===== config.mk =====
export PLATFORM = sky130hd
export DESIGN_NAME = strobe_rx
export DESIGN_NICKNAME = d
export VERILOG_FILES = /design/src/rtl/strobe_rx_sync_ff.sv /design/src/rtl/strobe_rx.sv
export SDC_FILE = /design/constraint.sdc
export NUM_CORES = 1
export LEC_CHECK = 0
export ABC_CLOCK_PERIOD_IN_PS = 2540
export CORE_ASPECT_RATIO = 1.4
export CORE_MARGIN = 2
export CORE_UTILIZATION = 47
export CTS_BUF_LIST = sky130_fd_sc_hd__clkbuf_4
export DETAILED_ROUTE_END_ITERATION = 8
export GPL_ROUTABILITY_DRIVEN = 1
export HOLD_SLACK_MARGIN = 0.05
export PLACE_DENSITY = 0.77
export REMOVE_ABC_BUFFERS = 1
export SKIP_CTS_REPAIR_TIMING = 1
export SYNTH_ARGS = -nofsm -noshare
export SYNTH_HDL_FRONTEND = slang
export SYNTH_SLANG_ARGS = --single-unit

===== constraint.sdc =====
create_clock -name clk -period 2.54 [get_ports clk]
set_input_delay 0.381 -clock clk [delete_from_list [all_inputs] [get_ports clk]]
set_output_delay 0.381 -clock clk [all_outputs]
set_load 0.01 [all_outputs]

===== src/rtl/strobe_rx_sync_ff.sv =====
// Multi-stage single-bit synchronizer for toggle crossings; DELAY clk edges of latency.
// No backpressure: it samples every edge, and all stages reset to 0.
module sync_ff #(
  parameter int DELAY = 2
) (
  input  logic clk,
  input  logic reset_n,
  input  logic d,
  output logic q
);

  logic [DELAY-1:0] sync_q;
  logic [DELAY-1:0] sync_d;

  // Pure shift chain: nothing may sit between stages, or metastability filtering is lost.
  always_comb begin
    sync_d = {sync_q[DELAY-2:0], d};
  end

  always_ff @(posedge clk or negedge reset_n) begin
    if (!reset_n) begin
      sync_q <= '0;
    end else begin
      sync_q <= sync_d;
    end
  end

  assign q = sync_q[DELAY-1];

endmodule


===== src/rtl/strobe_rx.sv =====
// Toggle-handshake receiver: word visible and ack flipped DELAY+1 edges after req flips.
// A full 2-entry buffer withholds the ack, which stalls the remote sender.
module strobe_rx #(
  parameter int WIDTH = 8,
  parameter int DELAY = 2
) (
  input  logic             clk,
  input  logic             reset_n,
  input  logic             req_toggle_in,
  input  logic [WIDTH-1:0] data_in,
  output logic             ack_toggle_out,
  output logic [WIDTH-1:0] data_out,
  output logic             valid_out,
  input  logic             ready_in,
  output logic [1:0]       count
);

  logic             req_s;
  logic             pending;
  logic             pop;
  logic             push;

  logic             ack_q,   ack_d;
  logic [1:0]       count_q, count_d;
  logic [WIDTH-1:0] ent0_q,  ent0_d;
  logic [WIDTH-1:0] ent1_q,  ent1_d;

  sync_ff #(.DELAY(DELAY)) u_req_sync (
    .clk     (clk),
    .reset_n (reset_n),
    .d       (req_toggle_in),
    .q       (req_s)
  );

  assign valid_out = (count_q != 2'd0);
  assign pending   = req_s ^ ack_q;
  assign pop       = valid_out & ready_in;
  assign push      = pending & ((count_q < 2'd2) | pop);

  always_comb begin
    ack_d   = ack_q;
    count_d = count_q;
    ent0_d  = ent0_q;
    ent1_d  = ent1_q;

    if (pop && (count_q == 2'd2)) begin
      ent0_d = ent1_q;
    end

    // The tail slot depends on occupancy and on whether the head leaves this edge.
    if (push) begin
      ack_d = ~ack_q;
      unique case (count_q)
        2'd0: ent0_d = data_in;
        2'd1: begin
          if (pop) begin
            ent0_d = data_in;
          end else begin
            ent1_d = data_in;
          end
        end
        default: ent1_d = data_in;
      endcase
    end

    if (push && !pop) begin
      count_d = count_q + 2'd1;
    end else if (pop && !push) begin
      count_d = count_q - 2'd1;
    end
  end

  always_ff @(posedge clk or negedge reset_n) begin
    if (!reset_n) begin
      ack_q   <= 1'b0;
      count_q <= 2'd0;
      ent0_q  <= '0;
      ent1_q  <= '0;
    end else begin
      ack_q   <= ack_d;
      count_q <= count_d;
      ent0_q  <= ent0_d;
      ent1_q  <= ent1_d;
    end
  end

  assign ack_toggle_out = ack_q;
  assign data_out       = ent0_q;
  assign count          = count_q;

endmodule


# Word-level counts from Yosys, hierarchy flattened
# Index checks and enable logic that the tools add are counted.
# W data, S select, Z words.
# totals
regBits,21
wordCells,34
out_inout_bits,12
# classes
n_reduce_logical,9
n_eq_ne,3
addsub,2
n_bitwise,6
muxes,8
magnitude_cmp,1
# ops
cell,n
$mux W8,4
$pmux W8 S2,2
$mux W2,2
$reduce_bool A2 Y1,2
$logic_and A1 B1 Y1,3
$reduce_and A3 Y1,1
$add A2 B1 Y2 const B,1
$and A1 B1 Y1,2
$eq A2 B1 Y1 const B,1
$eq A2 B2 Y1 const B,1
$logic_not A1 Y1,2
$logic_not A2 Y1,1
$lt A2 B2 Y1 const B,1
$ne A2 B2 Y1 const B,1
$not A1 Y1,2
$sub A2 B1 Y2 const B,1
$or A1 B1 Y1,1
$xor A1 B1 Y1,1

# Logic depth before layout (Yosys ltp)
# depth
ltp_word,8
mapped_depth,7
ltp_nobuf,7

# Cells and area by module
# From an unflattened synthesis, not the netlist that was laid out.
# hier_totals
cells_unflattened,70
hier_area_um2,967.2
# by_module_without_submodules
mod,instances,area_each_um2,cells_each
strobe_rx,1,917.1,68
sync_ff,1,50.0,2

# Worst setup path before layout
# No wires, ideal clock.
# synth_path
path_kind,register to register
from,"register count_q[1], in the netlist count[1]"
to,"register ent0_q[0], in the netlist data_out[0]"
path_stages_with_launch,6
arrival_ns,1.755
setup_ns,0.138
path_buffers,0
path_slack_ns,0.647
cell_sequence,dfrtp_1 inv_1 ha_1 or3b_2 a21oi_1 o2bb2ai_1
# synth_between
elab_chain_cells,7
# synth_lines
element,line,source
start: declaration,strobe_rx.sv:24,"logic [1:0] count_q, count_d;"
start signal: assignment,strobe_rx.sv:81,count_q <= count_d;
$reduce_bool A2 Y1,strobe_rx.sv:35,assign valid_out = (count_q != 2'd0);
$and A1 B1 Y1,strobe_rx.sv:37,assign pop = valid_out & ready_in;
$logic_and A1 B1 Y1,strobe_rx.sv:46,if (pop && (count_q == 2'd2)) begin
$mux W8,strobe_rx.sv:46,
$mux W8,strobe_rx.sv:56,if (pop) begin
$pmux W8 S2,strobe_rx.sv:53,unique case (count_q)
$mux W8 *,strobe_rx.sv:51,if (push) begin
net ent0_d[0],strobe_rx.sv:25,"logic [WIDTH-1:0] ent0_q, ent0_d;"
end signal: assignment,strobe_rx.sv:82,ent0_q <= ent0_d;
end: declaration,strobe_rx.sv:25,
# The timed path passes the listed nets; every way through them passes the cells marked *.
# A chain may end at the register's enable or synchronous reset.

# Worst setup path after layout
# layout_path
from,"register count_q[1], in the netlist count[1]"
to,output valid_out
# layout_between
elab_chain_cells,1
# layout_lines
element,line,source
$reduce_bool A2 Y1,strobe_rx.sv:35,
end: declaration,strobe_rx.sv:13,"output logic valid_out,"
# No other way between the ends.

==> impl_metrics.ini <==
[outcome]
status = completed

[global_route]
antenna_found_initial = 0
grt_pass1_wl_microns = 2970
grt_pass1_vias = 700
grtUsageTotal_pct = 16.1
grt_overflow_total = 0
grt_max_degree = 22

[clocking]
root_buffer = clkbuf_4
cts_max_level = 1
path_clk_slew_ps = 100
cts_tree = done
clock_path_buffers = 2
worstSkewPairLatency_ps = 290
cts.sinks = 21
numCtsBuffers = 3

[min_path]
holdCritPathClass = flop to flop
min_from = u_req_sync.sync_q[0]
hold_end = u_req_sync.sync_q[1]
min_path_cells = 0

[yosys]
yosysSeqAreaShare_pct = 54.3
synth_top_area_share_pct = 54.3
synth_cells = 70
synth_cell_types = 17
yosysTopAreaCell = dfrtp_1
synth_warnings = 0
syn_area_per_cell_sq_um = 13.8
syn_area_sq_um = 967
ys_ff_latch = 21
synthTopCellsByArea = dfrtp_1 (54%), mux2_2 (10%), mux2i_1 (8.3%)

[worst_setup_path]
crit_fanout = 9
arrival_ps = 1750
startpoint = count[1]
required_ps = 2160
startpoint_type = flop
r2r-start = count[1]
crit_type = flop to output port
r2r-end = ent1_q[2]
r2r_slack_ps = 620
end_kind = output port
reg2regPathDepth = 5

[place]
dp_hpwl_microns = 1230
pre_cts_ws_ps = 329
gp_congestion = 0.748
io_buffers = 23

[sta]
slew_headroom_pct = 63.7
min_period_ps = 2130
setup_tns_ps = 0
fmax_mhz = 469
rsz0062_at_grt = false
period_share_pct = 83.9
worst_slew_pin_slew_ps = 543
slew_viol_final = 0
holdWs_ps = 373
setup-violations-final = 0
finalWorstSetupSlack_ps = 409
hold_viol = 0
finClkSkew_ps = 2.00

[layout]
nNetsFinal = 117
layout_commonest_cell = clkdlybuf4s50_1
drive_gt1_share_pct = 19.0
final_cell_mix = clkdlybuf4s50_1 (23), dfrtp_1 (21), mux2_2 (9)
diodes = 0
syn_to_final_growth_pct = 32.2
n_fill_cell = 159

[pwr]
ir_drop_mv = 0.637
p_leak_uw = 0.000575
p_per_area_nw_per_um2 = 1230

[floorplan]
core_area_sq_um = 1950
die_x_microns = 42.3
die_y_microns = 57.7
dieArea_sq_um = 2440
start_util_pct = 49.6
io_pins = 24
rows = 19

[job]
drv_cap = 0

[detailed_routing]
wl_per_cell_microns = 13.7
drc_errors = 0
drt_first_iter_violations = 2
drtAntennaViolNets = 0
vias = 649
first_pass_iters = 2
routed_wl_microns = 1650
routed_via_density = 5.36
-- flip-flops by register name (all words and copies together), names as in the netlist --
register and flops:
count 2, ack_toggle_out 1, data_out 8, u_req_sync.sync_q 2, ent1_q 8
-- cell type report --
| cell class | instances | area [sq um] | area share, % |
|---|---|---|---|
| sequential | 21 | 526 | 41.1 |
| multi-input combinational | 45 | 425 | 33.3 |
| timing repair buffer | 27 | 260 | 20.4 |
| clock buffer | 4 | 30.0 | 2.35 |
| tap | 21 | 26.3 | 2.05 |
| inverter | 3 | 11.3 | 0.881 |
-- power breakdown --
part | leakage [uW] | switching [uW] | total [uW] | internal [uW]
clock network | 0.0000184 | 91.3 | 163 | 71.7
registers | 0.000248 | 97.5 | 593 | 495
logic | 0.000309 | 342 | 813 | 471
total | 0.000575 | 530 | 1570 | 1040
-- worst max-delay path, stage by stage (launching register included) --
cell and delay [ps]:
dfrtp_1 480, inv_1 100, ha_1 280, inv_1 80
clkdlybuf4s50_1 520
-- synth_stat cells --
cell type,count
a2111oi_4,1
a21oi_1,3
buf_2,1
dfrtp_1,21
ha_1,4
inv_1,3
mux2_2,9
mux2i_1,8
nand2_1,2
nand2b_1,2
nand3b_1,2
nor2b_1,1
o21ai_0,1
o2bb2ai_1,8
or3b_2,1
xnor2_1,2
xor2_1,1
-- stage by stage --
stage,instance area (sq um),utilization [%],std cells,total power (uW)
after global routing,1280,65.6,121,1700
after detailed placement,1250,64.1,117,1430
after global placement,1250,64.1,117,1390
after CTS,1280,65.6,121,1590
final,1280,65.6,121,1570
after floorplan,962,-,69,1080
-- per-layer routing --
| metal | track usage, % | up-vias | wire [microns] |
|---|---|---|---|
| met3 | 2.80 | 2 | 45 |
| met5 | 0 | - | 0 |
| met2 | 26.8 | 13 | 842 |
| met4 | 6.70 | 0 | 14 |
| met1 | 20.6 | 317 | 751 |
| li1 | - | 317 | - |
-- worst max-delay path by stage --
| stage | to | slack [ps] | cells after the start |
|---|---|---|---|
| finish | valid_out | 410 | 4 |
| global route | valid_out | 270 | 4 |
| detailed placement | ent1_q[6] | 330 | 5 |
| global placement | ent1_q[7] | 400 | 5 |
| floorplan | data_out[0] | 650 | 5 |
| CTS | valid_out | 390 | 4 |
-- cells by family after synthesis --
group / count (synthesis) / share of synthesized area [%]
adders and majority gates: 4 / 5.17
and+or+nand+nor: 8 / 5.17
DFF: 21 / 54.3
xor gates and xnor gates: 3 / 2.72
AOI/OAI and AO/OA: 13 / 12.2
buffers and inverters: 4 / 1.68
muxes: 17 / 18.8
Power figures use the tool's default switching activity.
